==> src/rtl/axi_uart_lite_sim_pkg.sv <==
// Register map, bit positions, response code and status layout shared by the
// axi_uart_lite_sim model and its FIFO sub-module.
package axi_uart_lite_sim_pkg;

    localparam logic [1:0] REG_RXFIFO = 2'd0;
    localparam logic [1:0] REG_TXFIFO = 2'd1;
    localparam logic [1:0] REG_STAT   = 2'd2;
    localparam logic [1:0] REG_CTRL   = 2'd3;

    localparam int STAT_RX_VALID = 0;
    localparam int STAT_RX_FULL  = 1;
    localparam int STAT_TX_EMPTY = 2;
    localparam int STAT_TX_FULL  = 3;
    localparam int STAT_IRQ_EN   = 4;
    localparam int STAT_OVERRUN  = 5;

    localparam int CTRL_RST_TX = 0;
    localparam int CTRL_RST_RX = 1;
    localparam int CTRL_IRQ_EN = 4;

    localparam logic [1:0] RESP_OKAY = 2'b00;

    // Field order matches the STAT bit positions above (rx_valid is bit 0).
    typedef struct packed {
        logic overrun;
        logic irq_en;
        logic tx_full;
        logic tx_empty;
        logic rx_full;
        logic rx_valid;
    } stat_t;

    typedef enum logic {W_IDLE, W_RESP} wr_state_e;
    typedef enum logic {R_IDLE, R_DATA} rd_state_e;

endpackage

==> src/rtl/uart_sim_fifo.sv <==
// Synchronous FIFO with flush. A pop on a full FIFO frees the slot for a
// same-cycle push; flush overrides any same-cycle push or pop.
module uart_sim_fifo #(
    parameter int WIDTH = 8,
    parameter int DEPTH = 16
) (
    input  logic                    clk_i,
    input  logic                    rst_i,
    input  logic                    flush_i,
    input  logic                    push_i,
    input  logic [WIDTH-1:0]        data_i,
    input  logic                    pop_i,
    output logic [WIDTH-1:0]        data_o,
    output logic                    full_o,
    output logic                    empty_o,
    output logic [$clog2(DEPTH):0]  count_o
);
    localparam int PW = $clog2(DEPTH);
    localparam int CW = PW + 1;

    logic [WIDTH-1:0] mem_q [DEPTH];
    logic [PW-1:0]    wr_ptr_q;
    logic [PW-1:0]    rd_ptr_q;
    logic [CW-1:0]    count_q;
    logic             do_push;
    logic             do_pop;

    assign empty_o = (count_q == '0);
    assign full_o  = (count_q == CW'(DEPTH));
    assign count_o = count_q;
    assign data_o  = mem_q[rd_ptr_q];
    assign do_pop  = pop_i && !empty_o;
    assign do_push = push_i && (!full_o || do_pop);

    always_ff @(posedge clk_i) begin
        if (rst_i || flush_i) begin
            wr_ptr_q <= '0;
            rd_ptr_q <= '0;
            count_q  <= '0;
        end else begin
            if (do_push) wr_ptr_q <= wr_ptr_q + PW'(1);
            if (do_pop)  rd_ptr_q <= rd_ptr_q + PW'(1);
            count_q <= count_q + CW'(do_push) - CW'(do_pop);
        end
    end

    // NOTE: storage has no reset; pointers and count alone define valid entries.
    always_ff @(posedge clk_i) begin
        if (do_push && !flush_i) mem_q[wr_ptr_q] <= data_i;
    end

endmodule

==> src/rtl/axi_uart_lite_sim.sv <==
// AXI4-Lite UART-Lite-compatible simulation model with paced TX drain and RX injection.
// Define UART_SIM_PRINT_EN to echo every transmitted byte to the simulator console.
module axi_uart_lite_sim
    import axi_uart_lite_sim_pkg::*;
#(
    parameter int ADDR_W   = 13,
    parameter int TX_DEPTH = 16,
    parameter int RX_DEPTH = 16,
    parameter int TX_DIV   = 8
) (
    input  logic              clk_i,
    input  logic              rst_i,
    input  logic [ADDR_W-1:0] s_axi_awaddr,
    input  logic              s_axi_awvalid,
    output logic              s_axi_awready,
    input  logic [31:0]       s_axi_wdata,
    input  logic [3:0]        s_axi_wstrb,
    input  logic              s_axi_wvalid,
    output logic              s_axi_wready,
    output logic [1:0]        s_axi_bresp,
    output logic              s_axi_bvalid,
    input  logic              s_axi_bready,
    input  logic [ADDR_W-1:0] s_axi_araddr,
    input  logic              s_axi_arvalid,
    output logic              s_axi_arready,
    output logic [31:0]       s_axi_rdata,
    output logic [1:0]        s_axi_rresp,
    output logic              s_axi_rvalid,
    input  logic              s_axi_rready,
    input  logic [7:0]        rx_byte_i,
    input  logic              rx_valid_i,
    output logic [7:0]        tx_byte_o,
    output logic              tx_strobe_o,
    output logic              uart_irq
);
    localparam int               DIV_W    = (TX_DIV > 1) ? $clog2(TX_DIV) : 1;
    localparam logic [DIV_W-1:0] DIV_LAST = DIV_W'(TX_DIV - 1);

    wr_state_e        w_state_q;
    rd_state_e        r_state_q;
    logic             arready_q;
    logic [31:0]      rdata_q;
    logic [31:0]      rdata_d;
    logic             irq_en_q;
    logic             overrun_q;
    logic             irq_q;
    logic             tx_strobe_q;
    logic [7:0]       tx_byte_q;
    logic [DIV_W-1:0] div_cnt_q;
    logic             tx_empty_prev_q;
    logic             rx_empty_prev_q;

    logic       aw_hs, ar_hs;
    logic [1:0] w_idx, r_idx;
    logic       tx_push, tx_pop, tx_flush, tx_full, tx_empty;
    logic       rx_pop, rx_flush, rx_full, rx_empty, rx_overrun;
    logic [7:0] tx_head, rx_head;
    logic [$clog2(TX_DEPTH):0] tx_count_unused;
    logic [$clog2(RX_DEPTH):0] rx_count_unused;
    logic       unused_bits;
    stat_t      stat;

    assign w_idx = s_axi_awaddr[3:2];
    assign r_idx = s_axi_araddr[3:2];
    assign aw_hs = !rst_i && (w_state_q == W_IDLE) && s_axi_awvalid && s_axi_wvalid;
    assign ar_hs = (r_state_q == R_IDLE) && arready_q && s_axi_arvalid;

    assign tx_push    = aw_hs && (w_idx == REG_TXFIFO) && s_axi_wstrb[0];
    assign tx_flush   = aw_hs && (w_idx == REG_CTRL) && s_axi_wdata[CTRL_RST_TX];
    assign rx_flush   = aw_hs && (w_idx == REG_CTRL) && s_axi_wdata[CTRL_RST_RX];
    assign rx_pop     = ar_hs && (r_idx == REG_RXFIFO);
    assign tx_pop     = !tx_empty && (div_cnt_q == DIV_LAST);
    assign rx_overrun = rx_valid_i && rx_full && !rx_pop && !rx_flush;

    uart_sim_fifo #(.WIDTH(8), .DEPTH(TX_DEPTH)) u_tx_fifo (
        .clk_i   (clk_i),
        .rst_i   (rst_i),
        .flush_i (tx_flush),
        .push_i  (tx_push),
        .data_i  (s_axi_wdata[7:0]),
        .pop_i   (tx_pop),
        .data_o  (tx_head),
        .full_o  (tx_full),
        .empty_o (tx_empty),
        .count_o (tx_count_unused)
    );

    uart_sim_fifo #(.WIDTH(8), .DEPTH(RX_DEPTH)) u_rx_fifo (
        .clk_i   (clk_i),
        .rst_i   (rst_i),
        .flush_i (rx_flush),
        .push_i  (rx_valid_i),
        .data_i  (rx_byte_i),
        .pop_i   (rx_pop),
        .data_o  (rx_head),
        .full_o  (rx_full),
        .empty_o (rx_empty),
        .count_o (rx_count_unused)
    );

    // NOTE: every always_comb output gets a default first so no latch is inferred.
    always_comb begin
        stat          = '0;
        stat.rx_valid = !rx_empty;
        stat.rx_full  = rx_full;
        stat.tx_empty = tx_empty;
        stat.tx_full  = tx_full;
        stat.irq_en   = irq_en_q;
        stat.overrun  = overrun_q;
    end

    always_comb begin
        rdata_d = '0;
        case (r_idx)
            REG_RXFIFO: if (!rx_empty) rdata_d = {24'b0, rx_head};
            REG_STAT:   rdata_d = {26'b0, stat};
            default:    rdata_d = '0;
        endcase
    end

    always_ff @(posedge clk_i) begin
        if (rst_i) begin
            w_state_q <= W_IDLE;
            irq_en_q  <= 1'b0;
        end else begin
            case (w_state_q)
                W_IDLE: if (aw_hs) begin
                    w_state_q <= W_RESP;
                    if (w_idx == REG_CTRL) irq_en_q <= s_axi_wdata[CTRL_IRQ_EN];
                end
                W_RESP: if (s_axi_bready) w_state_q <= W_IDLE;
                default: w_state_q <= W_IDLE;
            endcase
        end
    end

    always_ff @(posedge clk_i) begin
        if (rst_i) begin
            r_state_q <= R_IDLE;
            arready_q <= 1'b0;
            rdata_q   <= '0;
        end else begin
            case (r_state_q)
                R_IDLE: if (ar_hs) begin
                    r_state_q <= R_DATA;
                    arready_q <= 1'b0;
                    rdata_q   <= rdata_d;
                end else begin
                    arready_q <= 1'b1;
                end
                R_DATA: if (s_axi_rready) begin
                    r_state_q <= R_IDLE;
                    arready_q <= 1'b1;
                end
                default: r_state_q <= R_IDLE;
            endcase
        end
    end

    // Interrupt edges are found by comparing FIFO emptiness against the previous cycle.
    always_ff @(posedge clk_i) begin
        if (rst_i) begin
            overrun_q       <= 1'b0;
            div_cnt_q       <= '0;
            tx_strobe_q     <= 1'b0;
            tx_byte_q       <= '0;
            irq_q           <= 1'b0;
            tx_empty_prev_q <= 1'b1;
            rx_empty_prev_q <= 1'b1;
        end else begin
            if (rx_overrun) begin
                overrun_q <= 1'b1;
            end else if (ar_hs && (r_idx == REG_STAT)) begin
                overrun_q <= 1'b0;
            end
            if (tx_empty || tx_pop) begin
                div_cnt_q <= '0;
            end else begin
                div_cnt_q <= div_cnt_q + DIV_W'(1);
            end
            tx_strobe_q <= tx_pop && !tx_flush;
            if (tx_pop) tx_byte_q <= tx_head;
            tx_empty_prev_q <= tx_empty;
            rx_empty_prev_q <= rx_empty;
            irq_q <= irq_en_q && ((rx_empty_prev_q && !rx_empty) || (!tx_empty_prev_q && tx_empty));
        end
    end

`ifdef UART_SIM_PRINT_EN
    always_ff @(posedge clk_i) begin
        if (tx_strobe_q) begin
            $write("%c", tx_byte_q);
        end
    end
`else
    // Console echo compiled out; port behaviour is unchanged.
`endif

    assign s_axi_awready = aw_hs;
    assign s_axi_wready  = aw_hs;
    assign s_axi_bvalid  = (w_state_q == W_RESP);
    assign s_axi_bresp   = RESP_OKAY;
    assign s_axi_arready = arready_q;
    assign s_axi_rvalid  = (r_state_q == R_DATA);
    assign s_axi_rdata   = rdata_q;
    assign s_axi_rresp   = RESP_OKAY;
    assign tx_byte_o     = tx_byte_q;
    assign tx_strobe_o   = tx_strobe_q;
    assign uart_irq      = irq_q;

    assign unused_bits = ^{s_axi_awaddr[ADDR_W-1:4], s_axi_awaddr[1:0],
                           s_axi_araddr[ADDR_W-1:4], s_axi_araddr[1:0],
                           s_axi_wdata[31:8], s_axi_wstrb[3:1],
                           tx_count_unused, rx_count_unused};

endmodule
==> config.mk <==
export PLATFORM = sky130hd
export DESIGN_NAME = axi_uart_lite_sim
export DESIGN_NICKNAME = d
export VERILOG_FILES = /design/src/rtl/axi_uart_lite_sim_pkg.sv /design/src/rtl/uart_sim_fifo.sv /design/src/rtl/axi_uart_lite_sim.sv
export SDC_FILE = /design/constraint.sdc
export NUM_CORES = 1
export LEC_CHECK = 0
export CAP_MARGIN = 25
export CORE_MARGIN = 3
export CORE_UTILIZATION = 57
export DETAILED_ROUTE_END_ITERATION = 10
export PLACE_DENSITY = 0.8
export SLEW_MARGIN = 15
export SYNTH_ARGS = -nofsm -noshare
export SYNTH_HDL_FRONTEND = slang
export SYNTH_HIERARCHICAL = 1
export SYNTH_SLANG_ARGS = --single-unit
==> constraint.sdc <==
create_clock -name clk_i -period 5.15 [get_ports clk_i]
set_input_delay 1.545 -clock clk_i [delete_from_list [all_inputs] [get_ports clk_i]]
set_output_delay 1.545 -clock clk_i [all_outputs]
set_load 0.01 [all_outputs]
==> results of run 1 <==
[kinds of logic (layout without fill, tap and decap cells)]
kind of cell	count (synthesis)	after routing	synth area share (%)
flip-flops	318	318	68.7
AND/OR/NAND/NOR	183	183	6.96
buffers and inverters	89	153	4.31
AO/OA/AOI/OAI	84	84	4.43
multiplexers	64	64	11.9
adder cells (fa/ha/maj)	26	26	2.62
XOR/XNOR	16	16	1.08
other	1	28	0.0288
[stage by stage]
step / total power, W / instance area (um2) / utilization (%)
6_report: 0.00546 / 14700 / 66.6
3_3_place_gp: 0.00327 / 13600 / 61.7
2_1_floorplan: 0.00317 / 13100 / -
4_1_cts: 0.00549 / 14700 / 66.6
3_5_place_dp: 0.00328 / 13700 / 61.9
5_1_grt: 0.00564 / 14700 / 66.6
[final timing paths]
path	start	end	slack, ns	cells after the start
worst max-delay path	rst_i	s_axi_wready	0.50	3
worst min-delay path	div_cnt_q[0]	div_cnt_q[0]	0.43	1
worst max register to register	u_tx_fifo/count_o[2]	u_tx_fifo/count_o[4]	1.07	15
worst min register to register	div_cnt_q[0]	div_cnt_q[0]	0.43	1
[routing by layer]
| metal | routed length (um) | share of wire (%) | up-vias | GRT usage [%] |
|---|---|---|---|---|
| met5 | 0 | 0 | - | 0 |
| met2 | 12000 | 48 | 311 | 33.4 |
| met4 | 423 | 1.7 | 0 | 5.08 |
| met1 | 10700 | 43 | 3457 | 30.2 |
| met3 | 1790 | 7.2 | 40 | 3.44 |
| li1 | - | - | 3090 | - |
[critical path, cell delays in order]
cell and delay [ns]:
clkdlybuf4s50_1 0.46, nor4bb_4 0.47, clkdlybuf4s50_1 0.63
[area by class of cell]
class	count	area [um2]
clock buffer	49	952
clock inverter	9	80.1
fill	1423	7390
inverter	26	97.6
multi-input combinational	401	3610
sequential	318	8930
tap	280	350
timing repair buffer	69	678
[registers in the layout, indices dropped and copies added (netlist names), named ones only]
name                flops
div_cnt_q               3
irq_en_q                1
overrun_q               1
rx_empty_prev_q         1
s_axi_arready           1
s_axi_bvalid            1
s_axi_rdata             8
s_axi_rvalid            1
tx_byte_o               8
tx_empty_prev_q         1
tx_strobe_o             1
u_rx_fifo/count_o       5
u_rx_fifo/mem_q       128
u_rx_fifo/rd_ptr_q      4
u_rx_fifo/wr_ptr_q      4
u_tx_fifo/count_o       5
u_tx_fifo/mem_q       128
u_tx_fifo/rd_ptr_q      4
u_tx_fifo/wr_ptr_q      4
uart_irq                1
[where the power goes]
group	total, W	leakage [nW]	internal [W]	switching, W
Clock	0.00223	0.512	0.00132	0.000913
Combinational	0.000368	1.65	0.000153	0.000215
Sequential	0.00286	2.81	0.00283	0.0000313
Total	0.00546	4.97	0.00430	0.00116
[cells in the mapped netlist, types with 3 or more instances]
master             n  share of area (%)
nor2_1            62                1.8
nand3_1           13               0.50
or4_1              3               0.17
mux4_2            36                6.2
and3_1             3               0.14
mux4_1            28                5.7
a22oi_1           33                1.9
dfxtp_1           62                9.5
a21o_1             3               0.17
buf_2             10               0.39
xor2_1            10               0.67
edfxtp_1         256                 59
a21oi_1           24               0.92
and2_1            10               0.48
a32oi_1            7               0.47
o21ai_1            3               0.12
buf_6              8               0.69
buf_4             31                1.8
or2_2              4               0.19
clkbuf_1           6               0.17
clkdlybuf4s25_2    6               0.46
o21ai_0            4               0.15
ha_1              24                2.3
nand2_1           62                1.8
inv_1             25               0.72
nor2b_1            4               0.19
o211ai_1           4               0.23
xnor2_1            6               0.40
==> impl_results.md, run 1 <==
- Status: completed
- Routed wire length: about 25,000 um
- Fraction of registers with async set/reset: 0%
- Slew Viols, Final: 0
- P&R area growth vs syn: 13.1%
- Clock Tree Buf Depth: 3
- Mean Syn Cell Area: approximately 17 um2
- Final hold slack: approximately 0.43 ns
- WP data required: between 3 and 4 ns
- Initial antenna violation count: 0
- Post-CTS Hold Buffers: 0
- Cell Count Post-Placement: ~1.1k
- Clk sinks: 318
- TNS Setup: 0 ns
- Post-synthesis sequential area ratio: approximately 69%
- H-tree depth: 1
- Worst-path maximum fanout: 5
- Flops & latches, synth: about 320
- Ports: approximately 130
- Cell Rows: between 50 and 60
- Avg WL per Cell: 21.6 um
- Vert. Die Dim: around 160 um
- Max VDD drop: 377 uV
- Iter 0 DRT Violations: 500
- Critical path class: in -> out
- DR vias/cell: approximately 6
- LEAKAGE: approximately 5 nW
- Final ANT Viol Nets: 0
- Detailed placer's ending HPWL: about 16,000 um
- Port bufs: 51
- Vias in the first global route: about 7k
- Die Wd: 157 um
- N_diodes: 0
- Setup WS post-layout: roughly 0.50 ns
- Max Clk Rate: 215 MHz
- Vias post-DR: around 6.9k
- Critical Path Source Type: input port
- Clk root buf: clkbuf_16
- CTS tree: built
- CP Capture Type: output pin
- Synth Warn #: 6
- Core box area: 22,100 um2
- Final Hold Fails: 0
- GRT Total Usage: between 20% and 30%
- Synth Instances: a little under 800
- Ys flop type: edfxtp_1
- Fraction of layout cells with a size suffix above 1: 14.0%
- Slew at the pin closest to its max-slew limit: a little under 1 ns
- Clk_lat worst skew: approximately 0.55 ns
- Clock skew: approximately 0.02 ns
- Non-filler cells, final: roughly 1.2k
- Most common cell after layout, fill and taps aside: edfxtp_1
- Nets: around 950
- RSZ-0062 raised after global routing: no
- Clock-pin transition on the worst setup and hold timing paths: 0.06 ns
- Post-synth EDFFs: about 260
- # DRC: 0
- Max_cap viols: 0
- Hold crit path type: reg -> reg
- Final setup viols: 0
- Grt ovf: 0
- Post-CTS sizing: 0
- Post-CTS setup buffer count: 0
- First-pass GRT wire length: 39,500 um
- Area of the mapped netlist: around 13,000 um2
- Pre-CTS WS: about 0.42 ns
- Netlist cell types: 51
- Tcrit/Tclk final: between 90 and 100%
- Pre-Repair DR Iteration Count: 5
- PwrDens: ~370 nW/um2
- Commonest non-fill, non-tap cells in the layout: 256 x edfxtp_1, 62 x nand2_1, 62 x nor2_1
- Die Area: 24,700 um2
- Min Tclk post-route: 4.65 ns
- Slew Limit Headroom: about 34%
- Initial Util: 58.8%
- Largest net degree at the start of global routing: 33
- Clock buffer count from CTS: 31
- RePlAce Congestion: 0.765
- CP arrival: 3.10 ns
No activity file was read; power rests on OpenSTA's default activity.
==> run 2: changes to the inputs <==
--- a/config.mk
+++ b/config.mk
@@ -9,7 +9,7 @@
 export CORE_MARGIN = 3
 export CORE_UTILIZATION = 57
 export DETAILED_ROUTE_END_ITERATION = 10
-export PLACE_DENSITY = 0.8
+export PLACE_DENSITY = 0.79
 export SLEW_MARGIN = 15
 export SYNTH_ARGS = -nofsm -noshare
 export SYNTH_HDL_FRONTEND = slang
==> run 2 against run 1 <==
Net effect:
- combinational power barely moved
- first-iteration DRC count rose by 17%
- wire length rose by 2.7%
- die area did not move
- count of clock-buffer cells in the layout fell by 1
- hold slack barely moved
- clock power rose by 8%
==> impl_results.md, run 2 (synthesis results as in run 1) <==
- Final ANT Viol Nets: 0
- Final-layout fill cell count: roughly 1.4k
- Detailed placer's ending HPWL: between 15,000 and 20,000 um
- Hold crit path type: reg -> reg
- Commonest non-fill, non-tap cells in the layout: 256 x edfxtp_1, 62 x nand2_1, 62 x nor2_1
- Met3 WL post-DR: around 2000 um
- Grt ovf: 0
- WL met2: 12,200 um
- Post-CTS setup buffer count: 0
- Post-CTS Hold Buffers: 0
- CTS tree: built
- Biggest regs: u_rx_fifo/mem_q: 128 flops, u_tx_fifo/mem_q: 128 flops
- DR top layer: met4
- TNS Setup: 0 ns
- Avg WL per Cell: roughly 22 um
- Slew Limit Headroom: 35.9%
- NetSw: roughly 0.0012 W
- Tcrit/Tclk final: around nine tenths
- Max VDD drop: ~350 uV
- Area occupied by multi-input gates: 3610 um2
- Final Hold Fails: 0
- Vert. Die Dim: about 160 um
- DR vias/cell: between 6 and 7
- Clock-pin transition on the worst setup and hold timing paths: ~0.060 ns
- Critical path class: in -> out
- P&R area growth vs syn: 13.7%
- Clk_lat worst skew: approximately 0.52 ns
- PwrDens: ~380 nW/um2
- Iter 0 DRT Violations: 587
- RSZ-0062 raised after global routing: no
- Initial antenna violation count: 0
- Most common cell after layout, fill and taps aside: edfxtp_1
- Max Clk Rate: ~220 MHz
- Slew Viols, Final: 0
- Worst-path maximum fanout: 5
- Port bufs: 51
- Core box area: roughly 22,000 um2
- CP arrival: around 3.0 ns
- Pint: 0.00442 W
- Ports: between 100 and 150
- Fraction of layout cells with a size suffix above 1: roughly an eighth
- Critical Path Source Type: input port
- WP data required: about 3.6 ns
- Die Wd: about 160 um
- Routed wire length: roughly 26,000 um
- Sequential Power Share: between 50% and 60%
- # DRC: 0
- Reg2Reg Setup Slack: between 1 and 1.5 ns
- Clock Tree Buf Depth: 3
- Cell Rows: 54
- Vias in the first global route: between 7k and 8k
- Slew at the pin closest to its max-slew limit: approximately 0.96 ns
- Final setup viols: 0
- CP Capture Type: output pin
- Pre-CTS WS: around 0.38 ns
- M1 WL: around 11,000 um
- Setup WS post-layout: 0.576 ns
- Logic gate share of total power: about 6.5%
- Die Area: approximately 25,000 um2
- Switching share of power: between 20% and 30%
- Clock buffer count from CTS: 34
- Post-CTS sizing: 0
- H-tree depth: 2
- GRT Total Usage: 21.2%
- N_diodes: 0
- Nets: about 950
- Max_cap viols: 0
- FF+latch area: between 8000 and 9000 um2
- LEAKAGE: ~5 nW
- Vias post-DR: 6,992
- RePlAce Congestion: 0.830
- Pre-Repair DR Iteration Count: 7
- Clk root buf: clkbuf_16
- Clock network fraction of design power: a little over two fifths
- Min Tclk post-route: 4.57 ns
- Status: completed
- First-pass GRT wire length: between 40,000 and 50,000 um
- Largest net degree at the start of global routing: 33
- Clk sinks: 318
- Clock skew: about 0.031 ns
- Initial Util: 58.8%
- Tot Pwr: about 0.0056 W
[run 2: changes by cell type in the layout (fill, tap and decap cells not counted), sizes merged]
cell	delta
clkinv	+2
clkbuf	-1
inv	+1
bufinv	+2
clkinvlp	-1
[run 2: final timing paths]
kind                        start              endpoint  cells past startpoint
max                         rst_i         s_axi_awready                      3
min                  div_cnt_q[0]          div_cnt_q[0]                      1
max reg2reg  u_tx_fifo/count_o[3]  u_tx_fifo/count_o[4]                     15
min reg2reg          div_cnt_q[0]          div_cnt_q[0]                      1
[run 2: stage by stage]
step	instance area, um2	std cells	hold slack [ns]	util, %
final	14800	1155	0.432	66.9
after global routing	14800	1155	0.463	66.9
after CTS	14800	1155	0.435	66.9
after detailed placement	13700	1094	0.426	61.8
after global placement	13600	1092	0.421	61.7
after floorplan	13100	808	0.404	-
[run 2: critical path, stage by stage]
cell	delay [ns]
clkdlybuf4s50_1	0.47
nor4bb_4	0.40
clkdlybuf4s50_1	0.62
[run 2: cell type report]
class / instances / share of cell area [%]
multi-input cells: 401 / 24.4
clock inverters: 13 / 1.24
clock buffers: 48 / 6.32
well taps: 280 / 2.37
repair buffers: 69 / 4.54
inverters: 26 / 0.660
flip-flops and latches: 318 / 60.4
[run 2: metal layers]
metal / vias up / global-route usage, %
li1: 3095 / -
met1: 3532 / 30.7
met2: 312 / 33.5
met3: 53 / 4.01
met4: 0 / 6.49
met5: - / 0
[run 2: power groups by stage]
stage | combinational, W | sequential [W] | clock (W)
3_5_place_dp | 0.000359 | 0.00292 | 0
2_1_floorplan | 0.000262 | 0.00291 | 0
6_report | 0.000365 | 0.00286 | 0.00241
3_3_place_gp | 0.000344 | 0.00292 | 0
4_1_cts | 0.000364 | 0.00286 | 0.00244
5_1_grt | 0.000406 | 0.00287 | 0.00256
